## config.mk

```make
export PLATFORM = sky130hd
export DESIGN_NAME = itch_add_order_mpid_tx
export DESIGN_NICKNAME = d
export VERILOG_FILES = /design/src/rtl/itch_add_order_mpid_tx.sv
export SDC_FILE = /design/constraint.sdc
export NUM_CORES = 1
export LEC_CHECK = 0
export CAP_MARGIN = 40
export CORE_ASPECT_RATIO = 2
export CORE_UTILIZATION = 52
export DETAILED_ROUTE_END_ITERATION = 10
export PLACE_DENSITY = 0.85
export SKIP_LAST_GASP = 1
export SYNTH_ARGS = -nofsm -noshare
export SYNTH_HDL_FRONTEND = slang
export SYNTH_SLANG_ARGS = --single-unit
```

## constraint.sdc

```tcl
create_clock -name clk -period 3.7 [get_ports clk]
set_clock_uncertainty 0.2 [all_clocks]
set_input_delay 0.555 -clock clk [delete_from_list [all_inputs] [get_ports clk]]
set_output_delay 0.555 -clock clk [all_outputs]
set_load 0.02 [all_outputs]
```

## src/rtl/itch_add_order_mpid_tx.sv

```systemverilog
// itch_add_order_mpid_tx
// Serializes an ITCH Add Order with Participant ID message (type 'F', 0x46)
// into six little-endian 64-bit words on a valid/ready stream.
//
// Ports:
//   clk, rst                 rising-edge clock, synchronous active-high reset
//   sendAddOrderWithMPID     start request; fields captured when not busy
//   timeStamp .. participantID  message fields (copied bit-exact)
//   sideError                one-cycle pulse on a rejected side value
//                            (only with ITCH_ADD_MPID_SIDE_CHECK_EN)
//   busy                     capture until the last-word handshake
//   dataOut/dataValid/dataReady/dataLast/dataKeep/wordIndex  word stream
//
// Optional feature macro: ITCH_ADD_MPID_SIDE_CHECK_EN
//   Defined: side must be 'B' (0x42) or 'S' (0x53), otherwise the request
//   is dropped and sideError pulses. Undefined: any side is serialized.
//
// All outputs come straight from flops; the next-output logic looks ahead
// at the next state so that words appear the cycle after capture/accept.

module itch_add_order_mpid_tx (
  input  logic        clk,
  input  logic        rst,
  input  logic        sendAddOrderWithMPID,
  input  logic [31:0] timeStamp,
  input  logic [63:0] orderID,
  input  logic [31:0] orderBookID,
  input  logic [7:0]  side,
  input  logic [31:0] orderBookPosition,
  input  logic [63:0] quantity,
  input  logic [31:0] price,
  input  logic [15:0] orderAttributes,
  input  logic [7:0]  lotType,
  input  logic [55:0] participantID,
`ifdef ITCH_ADD_MPID_SIDE_CHECK_EN
  output logic        sideError,
`endif
  output logic        busy,
  output logic [63:0] dataOut,
  output logic        dataValid,
  input  logic        dataReady,
  output logic        dataLast,
  output logic [7:0]  dataKeep,
  output logic [2:0]  wordIndex
);

  localparam int unsigned WORD_W = 64;
  localparam int unsigned KEEP_W = 8;
  localparam int unsigned IDX_W  = 3;

  localparam logic [IDX_W-1:0]  LAST_IDX  = IDX_W'(5);
  localparam logic [KEEP_W-1:0] KEEP_FULL = 8'hFF;
  localparam logic [KEEP_W-1:0] KEEP_LAST = 8'h3F;
  localparam logic [7:0]        MSG_TYPE  = 8'h46;

  typedef enum logic {IDLE, SEND} state_e;

  state_e             state_q, state_d;
  logic [IDX_W-1:0]   idx_q, idx_d;
  logic               capture;
  logic               side_ok;

  // Holding registers for the captured message
  logic [31:0] ts_q,   ts_d;
  logic [63:0] oid_q,  oid_d;
  logic [31:0] obid_q, obid_d;
  logic [7:0]  side_q, side_d;
  logic [31:0] pos_q,  pos_d;
  logic [63:0] qty_q,  qty_d;
  logic [31:0] prc_q,  prc_d;
  logic [15:0] attr_q, attr_d;
  logic [7:0]  lot_q,  lot_d;
  logic [55:0] pid_q,  pid_d;

  // Registered output stage
  logic              valid_q, valid_d;
  logic [WORD_W-1:0] data_q,  data_d;
  logic              last_q,  last_d;
  logic [KEEP_W-1:0] keep_q,  keep_d;

  // Side acceptance at capture time
  always_comb begin
`ifdef ITCH_ADD_MPID_SIDE_CHECK_EN
    side_ok = (side == 8'h42) || (side == 8'h53);
`else
    side_ok = 1'b1;
`endif
  end

  // Next-state logic
  always_comb begin
    state_d = state_q;
    idx_d   = idx_q;
    capture = 1'b0;
    case (state_q)
      IDLE: begin
        idx_d = '0;
        if (sendAddOrderWithMPID && side_ok) begin
          capture = 1'b1;
          state_d = SEND;
        end
      end
      SEND: begin
        if (dataReady) begin
          if (idx_q == LAST_IDX) begin
            state_d = IDLE;
            idx_d   = '0;
          end else begin
            idx_d = idx_q + IDX_W'(1);
          end
        end
      end
      default: begin
        state_d = IDLE;
        idx_d   = '0;
      end
    endcase
  end

  // Holding register next values; stable for the whole message
  always_comb begin
    ts_d   = capture ? timeStamp         : ts_q;
    oid_d  = capture ? orderID           : oid_q;
    obid_d = capture ? orderBookID       : obid_q;
    side_d = capture ? side              : side_q;
    pos_d  = capture ? orderBookPosition : pos_q;
    qty_d  = capture ? quantity          : qty_q;
    prc_d  = capture ? price             : prc_q;
    attr_d = capture ? orderAttributes   : attr_q;
    lot_d  = capture ? lotType           : lot_q;
    pid_d  = capture ? participantID     : pid_q;
  end

  // Output decode from next state, so registered outputs line up with state_q
  always_comb begin
    valid_d = 1'b0;
    data_d  = '0;
    last_d  = 1'b0;
    keep_d  = '0;
    if (state_d == SEND) begin
      valid_d = 1'b1;
      last_d  = (idx_d == LAST_IDX);
      keep_d  = (idx_d == LAST_IDX) ? KEEP_LAST : KEEP_FULL;
      case (idx_d)
        IDX_W'(0): data_d = {oid_d[7:0], ts_d, 16'h0000, MSG_TYPE};
        IDX_W'(1): data_d = {obid_d[7:0], oid_d[63:8]};
        IDX_W'(2): data_d = {pos_d, side_d, obid_d[31:8]};
        IDX_W'(3): data_d = qty_d;
        IDX_W'(4): data_d = {pid_d[7:0], lot_d, attr_d, prc_d};
        IDX_W'(5): data_d = {16'h0000, pid_d[55:8]};
        default:   data_d = '0;
      endcase
    end
  end

  // State, holding and output registers
  always_ff @(posedge clk) begin
    if (rst) begin
      state_q <= IDLE;
      idx_q   <= '0;
      ts_q    <= '0;
      oid_q   <= '0;
      obid_q  <= '0;
      side_q  <= '0;
      pos_q   <= '0;
      qty_q   <= '0;
      prc_q   <= '0;
      attr_q  <= '0;
      lot_q   <= '0;
      pid_q   <= '0;
      valid_q <= 1'b0;
      data_q  <= '0;
      last_q  <= 1'b0;
      keep_q  <= '0;
    end else begin
      state_q <= state_d;
      idx_q   <= idx_d;
      ts_q    <= ts_d;
      oid_q   <= oid_d;
      obid_q  <= obid_d;
      side_q  <= side_d;
      pos_q   <= pos_d;
      qty_q   <= qty_d;
      prc_q   <= prc_d;
      attr_q  <= attr_d;
      lot_q   <= lot_d;
      pid_q   <= pid_d;
      valid_q <= valid_d;
      data_q  <= data_d;
      last_q  <= last_d;
      keep_q  <= keep_d;
    end
  end

`ifdef ITCH_ADD_MPID_SIDE_CHECK_EN
  logic side_err_q, side_err_d;

  // Pulse for one cycle when an idle-time request carries a bad side
  always_comb begin
    side_err_d = (state_q == IDLE) && sendAddOrderWithMPID && !side_ok;
  end

  always_ff @(posedge clk) begin
    if (rst) begin
      side_err_q <= 1'b0;
    end else begin
      side_err_q <= side_err_d;
    end
  end

  assign sideError = side_err_q;
`endif

  assign busy      = valid_q;
  assign dataValid = valid_q;
  assign dataOut   = data_q;
  assign dataLast  = last_q;
  assign dataKeep  = keep_q;
  assign wordIndex = idx_q;

endmodule

```

# Word-level counts from Yosys, hierarchy flattened
# Index checks and enable logic that the tools add are counted.
[totals]
register_bits = 422
latchBits = 0
ramBits = 0
mem_bits_ro = 0
input_bits = 348
elab_cells = 48
n_memories = 0
[classes]
add_sub_neg = 1
mul = 0
div_mod_pow = 0
magnitude_cmp = 0
eq_ne = 6
n_shift = 0
n_mux = 21
bitwise = 2
reduce_logical = 2
[op_table]
columns = ["op", "n"]
rows = [
  ["$pmux W64 S6", 1],
  ["$mux W32", 4],
  ["$mux W64", 2],
  ["$mux W56", 1],
  ["$mux W8", 3],
  ["$mux W16", 1],
  ["$eq A3 B3 Y1 const B", 3],
  ["$eq A3 B2 Y1 const B", 2],
  ["$mux W3", 2],
  ["$pmux W3 S2", 1],
  ["$mux W1", 5],
  ["$add A3 B1 Y3 const B", 1],
  ["$eq A3 B1 Y1 const B", 1],
  ["$logic_not A3 Y1", 1],
  ["$not A1 Y1", 2],
  ["$pmux W1 S2", 1],
  ["$reduce_or A2 Y1", 1],
]

# Longest topological paths before layout
# Gate-level depths: netlist (run 1).
[depth]
word_depth = 6
depth_mapped = 9

# Least setup slack after synthesis (run 1)
# No wires, ideal clock.
[synth_timing]
path_kind = "reg-to-reg"
startpoint = "reg state_q"
endpoint = "reg data_q[32], in the netlist dataOut[32]"
arrival_time_ns = 1.829
required_time_ns = 3.368
setup_slack_ns = 1.539
stages_incl_launch_ff = 10
n_path_buf = 4
period_less_slack_ns = 2.161
cell_sequence = "dfxtp_1 > buf_2 > nand2b_1 > buf_2 > buf_6 > buf_2 > mux2i_1 > o22ai_1 > a221oi_1 > a21oi_1"
[synth_via]
elab_chain_len = 4
elab_cells_between_ends = 19
[synth_lines]
columns = ["element", "line", "rtl"]
rows = [
  ["from (decl)", "58", "state_e state_q, state_d;"],
  ["from (signal assigned)", "176", "state_q <= state_d;"],
  ["$not A1 Y1", "n/a", ""],
  ["$pmux W3 S2 or $pmux W1 S2 (tied branches)", "95", "case (state_q)"],
  ["$eq A3 B3 Y1 (tied with other cells)", "144", "case (idx_d)"],
  ["$pmux W64 S6 or $reduce_or A2 Y1 (tied branches)", "n/a", ""],
  ["to (signal assigned)", "189", "data_q <= data_d;"],
  ["to (decl)", "77", "logic [WORD_W-1:0] data_q, data_d;"],
]
# Parallel ways exist; a longest one is shown, timed or not.
# A chain may end at the register's enable or synchronous reset.

==> results by group, run 1 <==
Route
  • DR iter-0 viols: 1186
  • Vias per cell: 5.87
  • Wirelength per Cell: 21.2 um
  • TritonRoute pass-1 iters: 5
  • Routed wire length: 54.0 mm
  • Post-DRT Antenna Nets: 0
  • Vias: 14900
  • DRC violations left: 0

Run
  • Max_cap viols: 0

Synth
  • Commonest register cell after synthesis: dfxtp_1
  • Largest family of logic cells by synthesized area: simple AND/OR/NAND/NOR gates
  • Count of different cell masters after synthesis: 35
  • Yosys warns: 0
  • Mapped Area: 15900 sq um
  • Mapped Cells: 1807
  • #FFs+latches synth: 415
  • Number of synthesized flops with an enable pin: 0
  • Synth Area per Inst: 8.81 sq um
  • Cell taking the most area after synthesis: dfxtp_1
  • Multiplexer share of the synthesized area: 10.6%
  • Synth Area in Compound Gates: 16.0%
  • Synth top area cells: dfxtp_1, mux2i_1, nand2_1, a21oi_1, nor2_1
  • Syn nets: 2155
  • Fraction of registers with async set/reset: 0%
  • Yosys top cell area share: 52.2%
  • Xor and xnor fraction of the mapped netlist area: 0.102%
  • Simple-gate share of the synthesized area: 16.1%
  • Sequential-to-total area share from yosys stat: 52.2%
  • Synth Area in Adders: 0%

Clock network
  • Setup Buffers After CTS: 0
  • CTS tree: yes
  • Clock-pin slew on the worst setup and hold paths: 60 ps
  • Resize count post-CTS: 0
  • Clk buf depth: 3
  • CTS root buffer: clkbuf_16
  • Clk sinks: 415
  • Num CTS Buffers: 37
  • Clock latency on the worst-skew pair: 520 ps
  • CTS H-tree lvls: 2
  • Hold-fix buffers at CTS: 0

Die
  • Row count: 90
  • Total core area: 30200 sq um
  • Overall die width: 126 um
  • Initial Util: 52.7%
  • Io pins: 426
  • DIE AREA: 31300 sq um
  • Height of the die: 249 um

STA
  • Final period util: 77.4%
  • Max Clk Rate: 349 MHz
  • Period minus WS final: 2860 ps
  • Relative slew slack: 19.3%
  • Final Hold Fails: 0
  • Final Max Tran Viols: 0
  • Final setup viols: 0
  • Final setup TNS: 0 ps
  • Final worst slack: 835 ps
  • RSZ-0062 raised after global routing: no
  • Slew @ Worst Pin: 1210 ps

Setup path
  • Worst Path Required: 2940 ps
  • Type of the worst setup path: flip-flop to primary output
  • Worst Path Arrival: 2110 ps
  • Reg-to-reg slack, setup: 1010 ps
  • Reg2reg start: state_q
  • Critical Path Start Type: flip-flop
  • R2R depth: 6
  • Crit-path max FO: 54
  • Worst R2R End: dataOut[13]
  • Worst setup EP type: primary output

GRT
  • Vias in the first global route: 15200
  • Remaining Overflow, GRT: 0
  • Gr usage total: 33.9%
  • Initial antenna violation count: 17
  • First-pass GRT wire length: 81.8 mm
  • Largest net degree at the start of global routing: 263

Place
  • Hpwl dp: 37.2 mm
  • Post-Place Setup Slack: 610 ps
  • Port Buffers: 425
  • Gpl congestion: 0.923
  • Post-Place Cells: 2467

Outcome
  • Outcome: complete, no violations

Pwr
  • Switching pwr: 0.00255 W
  • VDD IR max: 0.000390 V
  • Flop pwr share: 46.9%
  • Pwr Density: 480 nW/um^2
  • P_int: 0.00782 W
  • Switching part of the total power: 24.6%
  • Leakage: 8.51 nW
  • Comb pwr share: 14.4%
  • Power share of the clock group: 38.8%

Min path
  • Worst hold start: attr_q[15]
  • Hold Path Sink: attr_q[15]
  • Worst Hold Depth: 2
  • Worst Hold Class: flip-flop to flip-flop

Final layout
  • Area Overhead vs Synth: 35.8%
  • Layout cells sized above 1: 6.06%
  • Fillers: 2228
  • Post-layout nets: 2486
  • Non-Filler Instances: 2545
sequential cells by signal, indices dropped and copies added, names as in the netlist:
| name | flops |
|---|---|
| dataKeep | 2 |
| state_q | 1 |
| dataLast | 1 |
| prc_q | 32 |
| pid_q | 56 |
| qty_q | 64 |
| pos_q | 32 |
| oid_q | 64 |
| lot_q | 8 |
| wordIndex | 3 |
| attr_q | 16 |
| dataOut | 64 |
| obid_q | 32 |
| side_q | 8 |
| ts_q | 32 |
metrics by stage:
step	cell area, sq um	hold slack (ps)	util [%]	power, W
after floorplan	15900	236	-	0.00570
after global placement	20300	242	67.2	0.00638
after detailed placement	20300	249	67.4	0.00642
after CTS	21600	258	71.5	0.0104
after global routing	21600	273	71.6	0.0107
final	21600	256	71.6	0.0104
synth_stat cells (2+ instances only):
cell	instances
buf_4	16
nor2_2	19
clkbuf_1	96
o22ai_1	60
buf_6	6
dfxtp_1	415
a41oi_1	49
and2_1	2
nor2_1	201
nor2b_1	6
a31oi_1	22
a21oi_1	251
nand2b_1	2
a221oi_1	13
nand4_1	26
mux2i_1	168
nand3_1	2
a221oi_2	11
nand2_1	375
buf_2	49
a211oi_1	4
worst max path at each step:
stage,from,end,slack [ps],cells past startpoint
floorplan,state_q,dataOut[32],1540,9
global placement,dataReady,dataOut[25],540,6
detailed placement,dataReady,dataOut[54],610,7
CTS,state_q,busy,850,2
global route,state_q,busy,790,2
finish,state_q,busy,840,2
layout make-up:
| class | instances | area (sq um) | share of cell area, % |
|---|---|---|---|
| Inverter | 1 | 3.75 | 0.0174 |
| Clock inverter | 12 | 215 | 0.996 |
| Sequential cell | 415 | 8310 | 38.5 |
| Multi-Input combinational cell | 1222 | 6850 | 31.7 |
| Tap cell | 368 | 460 | 2.13 |
| Antenna cell | 15 | 37.5 | 0.174 |
| Timing Repair Buffer | 461 | 4700 | 21.7 |
| Clock buffer | 51 | 1030 | 4.76 |
routing by layer:
metal,wire length (um),global-route usage [%]
met1,17700,34.1
met2,27500,59.0
met3,3840,6.47
met4,4950,30.3
met5,23,0
cell usage in the layout (no fill, tap or decap), types with 2 or more instances in the layout:
cell / count
a221oi_2: 11
a211oi_1: 4
clkbuf_16: 37
nand4_1: 26
a21oi_1: 251
nor2b_4: 3
diode_2: 15
mux2i_1: 168
bufinv_16: 6
nor2b_1: 3
clkbuf_1: 9
nor2_2: 19
buf_4: 23
clkinv_2: 4
a41oi_1: 49
a221oi_1: 13
buf_12: 12
o22ai_1: 60
clkinvlp_4: 2
a31oi_1: 22
dfxtp_1: 414
clkbuf_8: 5
nand2_1: 375
nor2_1: 201
clkdlybuf4s50_1: 424
critical path, stage by stage (launching register included):
cell             delay [ps]
dfxtp_2                 340
buf_4                   520
clkdlybuf4s50_1         720
power by group through the flow:
stage               logic [W]  clock network, W  registers, W
detailed placement    0.00147                 0       0.00495
floorplan            0.000752                 0       0.00495
finish                0.00149           0.00402       0.00486
CTS                   0.00148           0.00405       0.00486
global route          0.00160           0.00423       0.00488
global placement      0.00144                 0       0.00494
cells by family (layout without fill, tap and decap cells):
group	after synthesis	after routing
simple gates	638	638
buf+inv	170	525
mux	168	168
compound gates	415	415
xor+xnor	1	1
flops	415	415
other cells	0	15
Note: power is estimated with default switching activity, not from simulation.
==> inputs of run 2 (changes only) <==
Settings changed: CORE_UTILIZATION 52 to 44, PLACE_DENSITY 0.85 to 0.77.
Clock period 3.7 ns to 2.4 ns, I/O delays scaled along.
==> results by group, run 2 (synthesis results as in run 1) <==
Outcome
  • Outcome: complete, no violations

Route
  • TritonRoute pass-1 iters: 5 (unchanged)
  • Vias: 15000 (+0.68%)
  • Post-DRT Antenna Nets: 0 (unchanged)
  • DR iter-0 viols: 883 (-26%)
  • Wirelength per Cell: 20.0 um (-5.9%)
  • Routed wire length: 54.4 mm (+0.79%)
  • DRC violations left: 0 (unchanged)
  • Vias per cell: 5.51 (-6.0%)

Setup path
  • Critical Path Max Stage Delay: 740 ps (+20 ps)
  • Crit-path max FO: 9 (-83%)
  • Largest delay contributor family on the critical path: buffers and inverters
  • Critical path's slowest cell: clkdlybuf4s50_1
  • Worst path depth: 1 (-1)
  • Worst path cell trace: clkdlybuf4s50_1
  • Type of the worst setup path: flip-flop to primary output
  • Worst Path Arrival: 1760 ps (-350 ps)
  • Worst setup EP type: primary output
  • Buf+Inv Stages, Crit Path: 1 (-1)
  • Critical Path Start Type: flip-flop
  • R2R depth: 8 (+2)
  • Worst Path Required: 1840 ps (-1100 ps)
  • Reg2reg start: wordIndex[0]
  • Worst R2R End: dataOut[58]
  • Reg-to-reg slack, setup: 200 ps (-810 ps)

STA
  • Final setup viols: 0 (unchanged)
  • Slew @ Worst Pin: 568 ps (-642 ps)
  • Final Max Tran Viols: 0 (unchanged)
  • RSZ-0062 raised after global routing: no
  • Final Hold Fails: 0 (unchanged)
  • Period minus WS final: 2320 ps
  • Max Clk Rate: 431 MHz
  • Relative slew slack: 62.1% (+43 points)
  • Final period util: 96.7%

Place
  • Post-Place Cells: 2640 (+7.0%)
  • Port Buffers: 425 (unchanged)
  • Hpwl dp: 39.0 mm (+4.9%)
  • Area after DPL: 21300 sq um (+4.8%)
  • Gpl congestion: 0.923 (about the same)

Clock network
  • CTS root buffer: clkbuf_16
  • Clock-pin slew on the worst setup and hold paths: 70 ps (about the same)
  • Num CTS Buffers: 38 (+2.7%)
  • Setup Buffers After CTS: 0 (unchanged)
  • CTS tree: yes
  • Clk buf depth: 3 (unchanged)
  • Clock latency on the worst-skew pair: 540 ps (+20 ps)
  • Clk sinks: 415 (unchanged)
  • CTS H-tree lvls: 2 (unchanged)

Min path
  • Worst Hold Class: input pin to flip-flop
  • Worst Hold Depth: 3 (+1)
  • Hold Path Sink: pos_q[5]
  • Worst hold start: orderBookPosition[5]

Final layout
  • Non-Filler Instances: 2726 (+7.1%)
  • Post-route cell area: 22700 sq um (+4.9%)
  • Area Overhead vs Synth: 42.5%
  • Layout cells sized above 1: 10.0% (+3.9 points)
  • Util after Layout: 63.5% (-8.1 points)
  • Post-layout nets: 2579 (+3.7%)
  • Fillers: 2953 (+33%)
  • Most frequent cells in the layout: clkdlybuf4s50_1, dfxtp_1, nand2_1
  • Commonest non-fill, non-tap cell in the layout: clkdlybuf4s50_1

Die
  • Total core area: 35700 sq um (+18%)
  • Overall die width: 136 um (+8.6%)
  • Initial Util: 44.6% (-8.1 points)
  • Io pins: 426 (unchanged)
  • Height of the die: 271 um (+8.6%)
  • Row count: 98 (+8.9%)
  • DIE AREA: 37000 sq um (+18%)

Pwr
  • Flop pwr share: 45.5% (-1.4 points)
  • VDD IR max: 0.000586 V (+50%)
  • Comb pwr share: 15.1% (+0.7 points)
  • Total power: 0.0165 W (+59%)
  • Power share of the clock group: 39.4% (+0.6 points)
  • Pwr Density: 727 nW/um^2 (+51%)
  • Leakage: 9.06 nW (+6.5%)
  • Switching pwr: 0.00406 W (+59%)
  • P_int: 0.0124 W (+59%)
  • Switching part of the total power: 24.6% (about the same)

GRT
  • Largest net degree at the start of global routing: 122 (-54%)
  • Initial antenna violation count: 18 (+1)
  • First-pass GRT wire length: 82.9 mm (+1.3%)
  • Remaining Overflow, GRT: 0 (unchanged)
  • Vias in the first global route: 15500 (+1.4%)
  • Gr usage total: 29.2% (-4.7 points)

Run
  • Max_cap viols: 0 (unchanged)
[run 2: how the worst max path moves through the flow]
| stage | start | to | slack [ps] |
|---|---|---|---|
| detailed placement | dataReady | dataOut[33] | -220 |
| global route | wordIndex[2] | wordIndex[2] | 50 |
| global placement | dataReady | dataOut[43] | -180 |
| floorplan | state_q | dataOut[38] | 240 |
| finish | wordIndex[2] | wordIndex[2] | 80 |
| CTS | wordIndex[2] | wordIndex[2] | 80 |
[run 2: area by class of cell]
class / count / area [sq um] / share of cell area [%]
multi-input combinational: 1222 / 6850 / 30.2
inverter: 1 / 3.75 / 0.0166
clock buffer: 58 / 1140 / 5.03
sequential: 415 / 8310 / 36.7
antenna: 15 / 37.5 / 0.166
clock inverter: 12 / 196 / 0.866
tap: 450 / 563 / 2.48
timing repair buffer: 553 / 5570 / 24.6
[run 2: what timing repair did]
action	in CTS	in global routing
endpoints found under the setup margin	4	0
hold buffers	1	0
hold endpoints to repair	31	0
gates resized for setup	4	0
[run 2: stage by stage]
stage	hold WS [ps]	TNS (ps)	setup slack, ps
after floorplan	236	0	239
after global placement	243	-6250	-182
after detailed placement	247	-8520	-221
after CTS	147	0	76.8
after global routing	167	0	52.8
final	159	0	78.6
[run 2: power groups by stage]
stage	Combinational, W	Sequential, W	Clock [W]
final	0.00249	0.00749	0.00650
after global routing	0.00268	0.00752	0.00684
after CTS	0.00250	0.00749	0.00656
after detailed placement	0.00248	0.00764	0
after global placement	0.00244	0.00762	0
after floorplan	0.00116	0.00763	0
[run 2: metal layers]
| metal | wire length (um) | global-route usage [%] |
|---|---|---|
| met1 | 18400 | 29.4 |
| met2 | 28200 | 51.3 |
| met3 | 3380 | 5.00 |
| met4 | 4410 | 24.2 |
| met5 | 34 | 0 |
==> inputs of run 3 (changes only) <==
Settings changed: SKIP_LAST_GASP 1 to default.
==> results of run 3 <==
Same layout as run 2: the final DEF is identical, and so are final timing and power.
